File: config.mk
export PLATFORM = sky130hd
export DESIGN_NAME = tx_mac_framer_flat
export DESIGN_NICKNAME = d
export VERILOG_FILES = /design/src/rtl/tx_mac_framer_if.sv /design/src/rtl/tx_mac_framer.sv /design/src/flat_wrapper.sv
export SDC_FILE = /design/constraint.sdc
export NUM_CORES = 1
export LEC_CHECK = 0
export ABC_AREA = 0
export BUFFER_PORTS_ARGS = -buffer_cell sky130_fd_sc_hd__clkbuf_2
export CELL_PAD_IN_SITES_DETAIL_PLACEMENT = 0
export CELL_PAD_IN_SITES_GLOBAL_PLACEMENT = 2
export CORE_MARGIN = 2
export CORE_UTILIZATION = 40
export DETAILED_ROUTE_END_ITERATION = 10
export PLACE_DENSITY_LB_ADDON = 0.1
export REMOVE_ABC_BUFFERS = 1
export SLEW_MARGIN = 20
export SYNTH_ARGS = -nofsm -noshare
export SYNTH_HDL_FRONTEND = slang
export SYNTH_SLANG_ARGS = --single-unit
File: constraint.sdc
create_clock -name clk -period 3 [get_ports clk]
set_input_delay 0.6 -clock clk [delete_from_list [all_inputs] [get_ports clk]]
set_output_delay 0.6 -clock clk [all_outputs]
set_load 0.005 [all_outputs]
File: src/rtl/tx_mac_framer_if.sv
// Byte-stream handshake between the TX datapath (master) and the MAC framer (slave).
// Valid/ready: a byte transfers on a rising clk edge where s_valid_i and s_ready_o are both
// high; the master holds s_data_i/s_last_i stable while s_valid_i is high and not yet accepted;
// s_last_i is only meaningful when s_valid_i is high.
interface tx_mac_framer_if;
  logic [7:0] s_data_i;
  logic       s_valid_i;
  logic       s_last_i;
  logic       s_ready_o;

  modport master (output s_data_i, output s_valid_i, output s_last_i, input s_ready_o);
  modport slave  (input s_data_i, input s_valid_i, input s_last_i, output s_ready_o);
endinterface

File: src/rtl/tx_mac_framer.sv
// Transmit MAC framer: preamble + SFD, frame bytes, optional zero pad, CRC-32 FCS, inter-frame gap.
// Optional feature macro: TX_MAC_PAD_EN (adds the PAD state and saturating byte counter so short
// frames are zero-padded to MIN_FRAME_BYTES). Without it, short frames go out unpadded.
// state_o exposes the FSM state for debug/checkers.
module tx_mac_framer #(
  parameter int PREAMBLE_BYTES  = 7,
  parameter int MIN_FRAME_BYTES = 60,
  parameter int IFG_BYTES       = 12
) (
  input  logic                   clk,
  input  logic                   rst_n,
  tx_mac_framer_if.slave         s,
  output logic [7:0]             gmii_txd_o,
  output logic                   gmii_tx_en_o,
  output logic                   gmii_tx_er_o,
  output logic                   busy_o,
  output logic                   underrun_o,
  output logic [2:0]             state_o
);

  typedef enum logic [2:0] {
    S_IDLE = 3'd0,
    S_PRE  = 3'd1,
    S_DATA = 3'd2,
    S_FCS  = 3'd3,
    S_IFG  = 3'd4
`ifdef TX_MAC_PAD_EN
    , S_PAD = 3'd5
`endif
  } state_t;

  localparam int PW = $clog2(PREAMBLE_BYTES + 1);
  localparam int IW = $clog2(IFG_BYTES + 1);
  localparam logic [PW-1:0] PRE_LAST = PW'(PREAMBLE_BYTES);
  localparam logic [IW-1:0] IFG_FULL = IW'(IFG_BYTES);
  // IFG state lasts IFG_BYTES-1 cycles; the IDLE cycle that recognises s_valid_i is the last gap byte.
  localparam logic [IW-1:0] IFG_EXIT = IW'(IFG_BYTES - 2);

  if (PREAMBLE_BYTES < 1 || IFG_BYTES < 2 || MIN_FRAME_BYTES < 1) begin : g_bad_params
    $error("tx_mac_framer: unsupported parameter values");
  end

  state_t          state_q, state_d;
  logic [PW-1:0]   pre_cnt_q;
  logic [1:0]      fcs_idx_q;
  logic [IW-1:0]   ifg_cnt_q;
  logic [31:0]     crc_q, crc_next, crc_inv;
  logic            err_q;

  logic [7:0]      txd_d;
  logic            en_d, er_d, und_d, crc_en;
  logic [7:0]      crc_in;

`ifdef TX_MAC_PAD_EN
  localparam int BW = $clog2(MIN_FRAME_BYTES + 1);
  localparam logic [BW-1:0] MIN_CNT = BW'(MIN_FRAME_BYTES);
  logic [BW-1:0] byte_cnt_q, byte_cnt_inc;

  // Saturating frame byte count including the byte handled this cycle.
  always_comb byte_cnt_inc = (byte_cnt_q == MIN_CNT) ? byte_cnt_q : byte_cnt_q + BW'(1);
`endif

  // Reflected CRC-32 (poly 0xEDB88320), one byte per cycle.
  function automatic logic [31:0] crc32_byte(input logic [31:0] c, input logic [7:0] d);
    logic [31:0] r;
    r = c ^ {24'h0, d};
    for (int i = 0; i < 8; i++) begin
      r = r[0] ? ((r >> 1) ^ 32'hEDB88320) : (r >> 1);
    end
    return r;
  endfunction

  assign crc_next    = crc32_byte(crc_q, crc_in);
  assign crc_inv     = ~crc_q;
  assign s.s_ready_o = (state_q == S_DATA);
  assign busy_o      = (state_q != S_IDLE);
  assign state_o     = state_q;

  // State register.
  always_ff @(posedge clk or negedge rst_n) begin
    if (!rst_n) state_q <= S_IDLE;
    else        state_q <= state_d;
  end

  // Next-state logic.
  always_comb begin
    state_d = state_q;
    unique case (state_q)
      S_IDLE: if (s.s_valid_i) state_d = S_PRE;
      S_PRE:  if (pre_cnt_q == PRE_LAST) state_d = S_DATA;
      S_DATA: begin
        if (s.s_valid_i && s.s_last_i) begin
`ifdef TX_MAC_PAD_EN
          state_d = (byte_cnt_inc < MIN_CNT) ? S_PAD : S_FCS;
`else
          state_d = S_FCS;
`endif
        end
      end
`ifdef TX_MAC_PAD_EN
      S_PAD:  if (byte_cnt_inc == MIN_CNT) state_d = S_FCS;
`endif
      S_FCS:  if (fcs_idx_q == 2'd3) state_d = S_IFG;
      S_IFG:  if (ifg_cnt_q == IFG_EXIT) state_d = S_IDLE;
      default: state_d = S_IDLE;
    endcase
  end

  // Output decode: next values of the registered GMII outputs and CRC input selection.
  always_comb begin
    txd_d  = 8'h00;
    en_d   = 1'b0;
    er_d   = 1'b0;
    und_d  = 1'b0;
    crc_en = 1'b0;
    crc_in = 8'h00;
    unique case (state_q)
      S_PRE: begin
        en_d  = 1'b1;
        txd_d = (pre_cnt_q == PRE_LAST) ? 8'hD5 : 8'h55;
      end
      S_DATA: begin
        en_d = 1'b1;
        if (s.s_valid_i) begin
          txd_d  = s.s_data_i;
          er_d   = err_q;
          crc_en = 1'b1;
          crc_in = s.s_data_i;
        end else begin
          // Underrun: filler byte flagged as error, excluded from the CRC.
          er_d  = 1'b1;
          und_d = ~err_q;
        end
      end
`ifdef TX_MAC_PAD_EN
      S_PAD: begin
        en_d   = 1'b1;
        er_d   = err_q;
        crc_en = 1'b1;
      end
`endif
      S_FCS: begin
        en_d  = 1'b1;
        er_d  = err_q;
        txd_d = crc_inv[{fcs_idx_q, 3'b000} +: 8];
      end
      default: ;
    endcase
  end

  // Registered GMII outputs plus counters, CRC and the sticky error flag.
  always_ff @(posedge clk or negedge rst_n) begin
    if (!rst_n) begin
      gmii_txd_o   <= 8'h00;
      gmii_tx_en_o <= 1'b0;
      gmii_tx_er_o <= 1'b0;
      underrun_o   <= 1'b0;
      pre_cnt_q    <= '0;
      fcs_idx_q    <= 2'd0;
      ifg_cnt_q    <= IFG_FULL;
      crc_q        <= 32'hFFFFFFFF;
      err_q        <= 1'b0;
`ifdef TX_MAC_PAD_EN
      byte_cnt_q   <= '0;
`endif
    end else begin
      gmii_txd_o   <= txd_d;
      gmii_tx_en_o <= en_d;
      gmii_tx_er_o <= er_d;
      underrun_o   <= und_d;
      if (crc_en) crc_q <= crc_next;
      unique case (state_q)
        S_IDLE: begin
          pre_cnt_q <= '0;
          fcs_idx_q <= 2'd0;
          err_q     <= 1'b0;
          if (ifg_cnt_q != IFG_FULL) ifg_cnt_q <= ifg_cnt_q + IW'(1);
`ifdef TX_MAC_PAD_EN
          byte_cnt_q <= '0;
`endif
        end
        S_PRE: begin
          pre_cnt_q <= pre_cnt_q + PW'(1);
          crc_q     <= 32'hFFFFFFFF;
        end
        S_DATA: begin
          if (!s.s_valid_i) err_q <= 1'b1;
`ifdef TX_MAC_PAD_EN
          if (s.s_valid_i) byte_cnt_q <= byte_cnt_inc;
`endif
        end
`ifdef TX_MAC_PAD_EN
        S_PAD: byte_cnt_q <= byte_cnt_inc;
`endif
        S_FCS: begin
          fcs_idx_q <= fcs_idx_q + 2'd1;
          if (fcs_idx_q == 2'd3) ifg_cnt_q <= '0;
        end
        S_IFG: ifg_cnt_q <= ifg_cnt_q + IW'(1);
        default: ;
      endcase
    end
  end

endmodule

File: src/flat_wrapper.sv
// flat-port wrapper written by rule: the top's interface ports become plain ports
module tx_mac_framer_flat 
#(
  parameter int PREAMBLE_BYTES  = 7,
  parameter int MIN_FRAME_BYTES = 60,
  parameter int IFG_BYTES       = 12
)
  (clk, rst_n, gmii_txd_o, gmii_tx_en_o, gmii_tx_er_o, busy_o, underrun_o, state_o, s_s_data_i, s_s_valid_i, s_s_last_i, s_s_ready_o);
  tx_mac_framer_if s_i ();
  input  logic clk;
  input  logic rst_n;
  output logic [7:0] gmii_txd_o;
  output logic gmii_tx_en_o;
  output logic gmii_tx_er_o;
  output logic busy_o;
  output logic underrun_o;
  output logic [2:0] state_o;
  input wire logic [$bits(s_i.s_data_i)-1:0] s_s_data_i;
  input wire logic [$bits(s_i.s_valid_i)-1:0] s_s_valid_i;
  input wire logic [$bits(s_i.s_last_i)-1:0] s_s_last_i;
  output wire logic [$bits(s_i.s_ready_o)-1:0] s_s_ready_o;
  assign s_i.s_data_i = s_s_data_i;
  assign s_i.s_valid_i = s_s_valid_i;
  assign s_i.s_last_i = s_s_last_i;
  assign s_s_ready_o = s_i.s_ready_o;
  tx_mac_framer #(.PREAMBLE_BYTES(PREAMBLE_BYTES), .MIN_FRAME_BYTES(MIN_FRAME_BYTES), .IFG_BYTES(IFG_BYTES)) u_core (.clk(clk), .rst_n(rst_n), .s(s_i), .gmii_txd_o(gmii_txd_o), .gmii_tx_en_o(gmii_tx_en_o), .gmii_tx_er_o(gmii_tx_er_o), .busy_o(busy_o), .underrun_o(underrun_o), .state_o(state_o));
endmodule
==> impl_metrics.ini, run 1 <==
[floorplan]
die_area_um2 = 9054
die_w_um = 95.15
start_util = 0.4086
dieHeight_um = 95.15
ioPinCount = 28
core_um2 = 8134
rows = 33

[worst_setup_path]
ff2ff_setup_slack_ps = 510
path_max_fanout = 28
crit_chain = nor4bb_4, buf_12, nand2_2, xor2_4, xnor2_4, xnor2_2, xnor3_1, a21oi_1
r2r_start = u_core.state_o[0]$_DFFE_PN0P_
crit_slowest_cell = dfrtp_1
r2r_end = u_core.crc_q[19]$_DFFE_PN1P_
cp_num_buf_inv = 1
crit_type = reg2reg
start_kind = register
critPathRequiredTime_ps = 3250
worst-r2r-cell-count = 8
critPathArrivalTime_ps = 2740
cpPeakStageDelay_ps = 420
crit_family = XOR/XNOR gates
critPathCaptureType = register

[route]
drt_wl_total_um = 7463
vias = 2256
dr.pass1.iters = 4
postRouteAntennaNets = 0
drtIter0Drc = 138
route.detailed.vias_per_inst = 4.980
drc_errors = 0
wl_per_cell_um = 16.47

[logic_synthesis]
yosys.area.top_type = dfstp_2
avgSynthCellArea_um2 = 10.75
syn_area_um2 = 3323
synth_top_area_frac = 0.2688
synth-seq-cells = 56
synth.area.top_cells = dfstp_2, dfrtp_1, xnor2_1, xor2_1, a21oi_1
ys_types = 35
synthCells = 309
yosysWarnings = 0
ys_seq_area_frac = 0.4345

[outcome]
status = finished clean

[finish]
regArea_um2 = 1444
multiInputGateArea_um2 = 1812
drive_gt1_frac = 0.3305
fillers = 783
nNetsFinal = 365
diodes = 0
synthToLayoutAreaGrowth_pct = 15.14

[clocking]
cts_max_level = 2
cts_made_buffers = 5
clock_sinks = 56
clk_pin_slew_ps = 110
insertion_delay_ps = 310
cts_hold_buffers = 0
cts_tree = yes
cts_resized = 0
cts_root_buf = clkbuf_8
post_cts_buffers = 0
cts_buffer_depth = 2

[pwr]
comb_power_share = 0.433
vdd_drop_max_mv = 0.2841
leakage_nw = 1.481
power_mw = 3.020
netSwitchingFraction = 0.3728
clkPwrFrac = 0.195
power.internal_mw = 1.894
powerDensity_nw_per_um2 = 789.3
netSwitchingPower_mw = 1.126
p_seq_frac = 0.372

[timing]
hold_viol_final = 0
finalCritPeriodShare = 0.8316
setup_viol = 0
rsz0062_at_grt = false
setup_ws_ps = 505.2
fin_tns_setup_ps = 0
clock-skew-final_ps = 13.51
max_freq_mhz = 400.8
slew_violations = 0
relSlewSlack = 0.5380
finalCriticalPeriod_ps = 2495
max_slew.worst_pin.slew_ps = 687.8

[worst_hold_path]
holdCritPathClass = in2async

[grt]
overflow = 0
grt_start_max_net_pins = 35
grt_pass1_vias = 2386
antenna_found_initial = 0
grt_usage = 0.1853
grt_pass1_wl_um = 12590

[placement]
place_congestion = 0.7606
post-place-ws_ps = 169.4
io_buffer_count = 27
post-dp-hpwl_um = 5201

[flow_run]
drv_cap = 0
==> routing by layer <==
metal  track usage  routed length [um]
met3       0.02925                 164
met1        0.2533                3559
met4       0.03623                  68
met5             0                   0
met2        0.3134                3672
==> per-stage QoR <==
| step | cell area [um^2] | hold WS (ps) | std cells | util |
|---|---|---|---|---|
| after CTS | 3826 | 316.5 | 453 | 0.4704 |
| after floorplan | 3263 | 304.4 | 295 | - |
| after global routing | 3826 | 341.3 | 453 | 0.4704 |
| final | 3826 | 296.2 | 453 | 0.4704 |
| after detailed placement | 3694 | 448.5 | 445 | 0.4541 |
| after global placement | 3694 | 456.1 | 445 | 0.4541 |
==> area by class of cell <==
class | instances | share of cell area
multi-input combinational | 236 | 0.4735
sequential | 56 | 0.3774
timing repair buffer | 45 | 0.07717
tap | 105 | 0.03434
clock buffer | 6 | 0.01897
clock inverter | 2 | 0.01570
inverter | 3 | 0.002943
==> power by group through the flow <==
stage	clock network, mW	logic (mW)	registers [mW]
floorplan	0	0.876	1.13
global placement	0	1.32	1.14
detailed placement	0	1.31	1.14
CTS	0.605	1.33	1.13
global route	0.633	1.47	1.16
finish	0.588	1.31	1.12
==> placed cells by master, fill, tap and decap left out, types with 2 or more instances in the layout <==
cell	n
o211ai_1	2
xor2_1	22
o21a_1	2
nand3_1	5
a21oi_1	36
dfstp_2	34
a22o_1	3
bufinv_16	2
nand2b_1	2
inv_1	3
buf_12	2
buf_4	16
nor3_1	2
mux4_2	8
nor2_1	40
o21ai_0	10
ha_1	6
nand2_1	33
clkbuf_2	27
nand2_2	2
xnor2_2	7
dfrtp_1	22
xor2_4	3
mux2i_1	2
clkbuf_8	5
xnor2_1	34
xor2_2	5
==> cell families after synthesis <==
logic type / synth area share
simple gates: 0.1190
xor+xnor: 0.2462
compound gates: 0.09262
flops: 0.4345
buf+inv: 0.02146
mux: 0.06363
fa+ha+maj: 0.02259
==> worst max path at each step <==
stage | start | end | slack (ps) | cells past startpoint
floorplan | u_core.state_o[1]$_DFFE_PN0P_ | u_core.crc_q[19]$_DFFE_PN1P_ | -450 | 7
global placement | s_s_valid_i | u_core.crc_q[19]$_DFFE_PN1P_ | 180 | 9
detailed placement | s_s_valid_i | u_core.crc_q[18]$_DFFE_PN1P_ | 170 | 11
CTS | u_core.state_o[0]$_DFFE_PN0P_ | u_core.crc_q[18]$_DFFE_PN1P_ | 460 | 10
global route | u_core.state_o[0]$_DFFE_PN0P_ | u_core.crc_q[16]$_DFFE_PN1P_ | 330 | 8
finish | u_core.state_o[0]$_DFFE_PN0P_ | u_core.crc_q[19]$_DFFE_PN1P_ | 510 | 8
==> registers in the layout (all words and copies together) (netlist names) <==
register / flops
u_core.crc_q: 32
u_core.underrun_o: 1
u_core.err_q: 1
u_core.ifg_cnt_q: 4
u_core.gmii_tx_en_o: 1
u_core.gmii_txd_o: 8
u_core.state_o: 3
u_core.pre_cnt_q: 3
u_core.gmii_tx_er_o: 1
u_core.fcs_idx_q: 2
==> worst register-to-register path: cells and delay by family (launching register included) <==
kind | cells | cell delay (ps)
AOI/OAI and AO/OA | 1 | 150
xor gates and xnor gates | 4 | 1120
buffers and inverters | 1 | 230
DFF | 1 | 420
and+or+nand+nor | 2 | 520
==> Yosys cell counts (all sizes together) <==
| library cell | n |
|---|---|
| nor4bb | 1 |
| dfstp | 34 |
| nand2 | 35 |
| a22o | 3 |
| a22oi | 1 |
| ha | 6 |
| mux2i | 2 |
| o211ai | 2 |
| mux4 | 8 |
| mux2 | 1 |
| a211o | 1 |
| inv | 3 |
| nor3 | 2 |
| xor2 | 30 |
| nand3b | 1 |
| dfrtp | 22 |
| xnor3 | 1 |
| o21ai | 10 |
| nand2b | 2 |
| xnor2 | 42 |
| o21a | 2 |
| nand4 | 1 |
| nor4 | 1 |
| nor2b | 1 |
| and4b | 1 |
| clkbuf | 12 |
| buf | 2 |
| nand3 | 5 |
| nor2 | 40 |
| a21oi | 37 |
No activity file was read; power rests on OpenSTA's default activity.
==> run 2: changes to the inputs <==
Settings changed: CORE_UTILIZATION 40 to 36.
Clock period 3 ns to 2.2 ns, I/O delays scaled along.
==> run 2 against run 1 <==
Against the previous run: the flow now finishes with violations (negative setup slack); total power is 52% higher; first-iteration DRC count is 62% lower; count of clock-buffer cells in the layout stayed put; clock skew is 3.7 ps lower; via count is 8.1% higher; flip-flop and latch count stayed put; core utilization is 4.0 points higher; critical path depth is 3 higher; combinational power is 85% higher; non-clock buffer count is 45 higher; sequential share of layout area is 6.7 points lower; critical path type unchanged; critical endpoint is now u_core.crc_q[18]$_DFFE_PN1P_; highest routed layer unchanged.
==> impl_metrics.ini, run 2 (synthesis gave the netlist of run 1 again) <==
[timing]
setup_ws_ps = -67.14
clock-skew-final_ps = 9.845
max_freq_mhz = 441.1
rsz0062_at_grt = true
setup_viol = 13
fin_tns_setup_ps = -518.1
slew_violations = 0
hold_viol_final = 0
max_slew.worst_pin.slew_ps = 660.2
finalCriticalPeriod_ps = 2267
relSlewSlack = 0.5599
finalCritPeriodShare = 1.031

[finish]
drive_gt1_frac = 0.4656
postLayoutCellArea_um2 = 4646
fin_util = 0.5100
fillers = 845
diodes = 0
top_register = u_core.crc_q
largest_reg_flops = 32
multiInputGateArea_um2 = 2187
nNetsFinal = 410
regArea_um2 = 1444
synthToLayoutAreaGrowth_pct = 39.80
reg_top3 = u_core.crc_q: 32 flops, u_core.gmii_txd_o: 8 flops, u_core.ifg_cnt_q: 4 flops
final_common_cell = buf_4
final_cell_mix = buf_4, nor2_1, a21oi_1

[worst_setup_path]
path_max_fanout = 7
start_kind = register
critPathRequiredTime_ps = 2430
critPathCaptureType = register
r2r_start = u_core.state_o[0]$_DFFE_PN0P_
critPathArrivalTime_ps = 2500
startpoint = u_core.state_o[0]$_DFFE_PN0P_
ff2ff_setup_slack_ps = -70
crit_type = reg2reg

[route]
drc_errors = 0
dr.pass1.iters = 4
vias = 2439
drt_wl_total_um = 8266
route.detailed.vias_per_inst = 4.839
postRouteAntennaNets = 0
drtIter0Drc = 53
wl_per_cell_um = 16.40

[placement]
place_congestion = 0.7393
post-dp-hpwl_um = 5571
dpl_cell_area_um2 = 3904
io_buffer_count = 27
post-place-ws_ps = -248.6

[clocking]
insertion_delay_ps = 310
cts_buffer_depth = 2
cts_made_buffers = 5
cts_root_buf = clkbuf_8
cts_max_level = 2
clock_sinks = 56
clk_pin_slew_ps = 110
cts_tree = yes

[grt]
antenna_found_initial = 0
busiest_layer = met2
grtUsageMet2 = 0.3061
grt_use_met1 = 0.2395
overflow = 0
met3_usage = 0.02855
grt_start_max_net_pins = 57
grt_pass1_vias = 2510
grt_pass1_wl_um = 13670
grt_usage = 0.1778

[worst_hold_path]
holdCritPathClass = in2async

[floorplan]
die_w_um = 100.1
core_um2 = 9109
die_area_um2 = 10020
start_util = 0.3648
dieHeight_um = 100.1
ioPinCount = 28
rows = 35

[flow_run]
drv_cap = 0

[outcome]
status = finished, violations left
violations = negative setup slack

[pwr]
leakage_nw = 1.842
powerDensity_nw_per_um2 = 991.1
vdd_drop_max_mv = 0.5015
## run 2: cell count changes in the layout (fill, tap and decap cells not counted), moves of 6 or more
cell	previous run	this run
buf_4	16	42
buf_6	0	13
xnor2_1	34	21
xnor2_4	1	10
xor2_4	3	10
buf_12	2	8
## run 2: report_power, final
group	leakage (nW)	internal [mW]	switching [mW]	total (mW)
combinational	1.16	1.25	1.16	2.42
sequential	0.629	1.30	0.204	1.50
clock	0.0552	0.339	0.346	0.685
total	1.84	2.89	1.71	4.60
## run 2: through the flow
| step | hold WS, ps | power (mW) | std cells |
|---|---|---|---|
| after floorplan | 144.4 | 2.734 | 295 |
| after global placement | 468.4 | 3.537 | 478 |
| after detailed placement | 471.6 | 3.521 | 478 |
| after CTS | 120.7 | 4.516 | 496 |
| after global routing | 125.2 | 4.951 | 504 |
| final | 116.5 | 4.604 | 504 |
## run 2: critical path: stages, from the launching register on
cell      delay (ps)
dfrtp_1          420
nor4bb_4         340
buf_12           190
buf_12           140
nand2_8           60
xor2_4           150
buf_12           150
buf_6            110
xnor2_2          130
xor2_1           170
xnor2_1          150
a21oi_1          170
## run 2: final cells by class
type | count | area share
clock buffer | 6 | 0.01562
inverter | 3 | 0.002424
clock inverter | 2 | 0.007541
timing repair buffer | 90 | 0.1629
tap | 111 | 0.02989
sequential | 56 | 0.3108
multi-input combinational | 236 | 0.4708
## run 2: layer usage
layer / share of wire / routed length, um
met4: 0.0046 / 38
met5: 0 / 0
met3: 0.021 / 170
met2: 0.51 / 4227
met1: 0.46 / 3830
## run 2: worst paths after layout
path                       depth (start not counted)                               to
max reg2reg                                       11     u_core.crc_q[18]$_DFFE_PN1P_
max                                               11     u_core.crc_q[18]$_DFFE_PN1P_
min                                                2  u_core.pre_cnt_q[2]$_DFFE_PN0P_
min reg2reg                                        1  u_core.ifg_cnt_q[3]$_DFFE_PN1P_
max in group asynchronous                          2     u_core.crc_q[11]$_DFFE_PN1P_
min in group clk                                   3   u_core.gmii_txd_o[5]$_DFF_PN0_
## run 2: repair_timing
action,4_1_cts,5_1_grt
resized for setup,42,22
pin swaps,30,26
buffers inserted,12,10
hold buffers,0,0
endpoints found under the setup margin,17,25
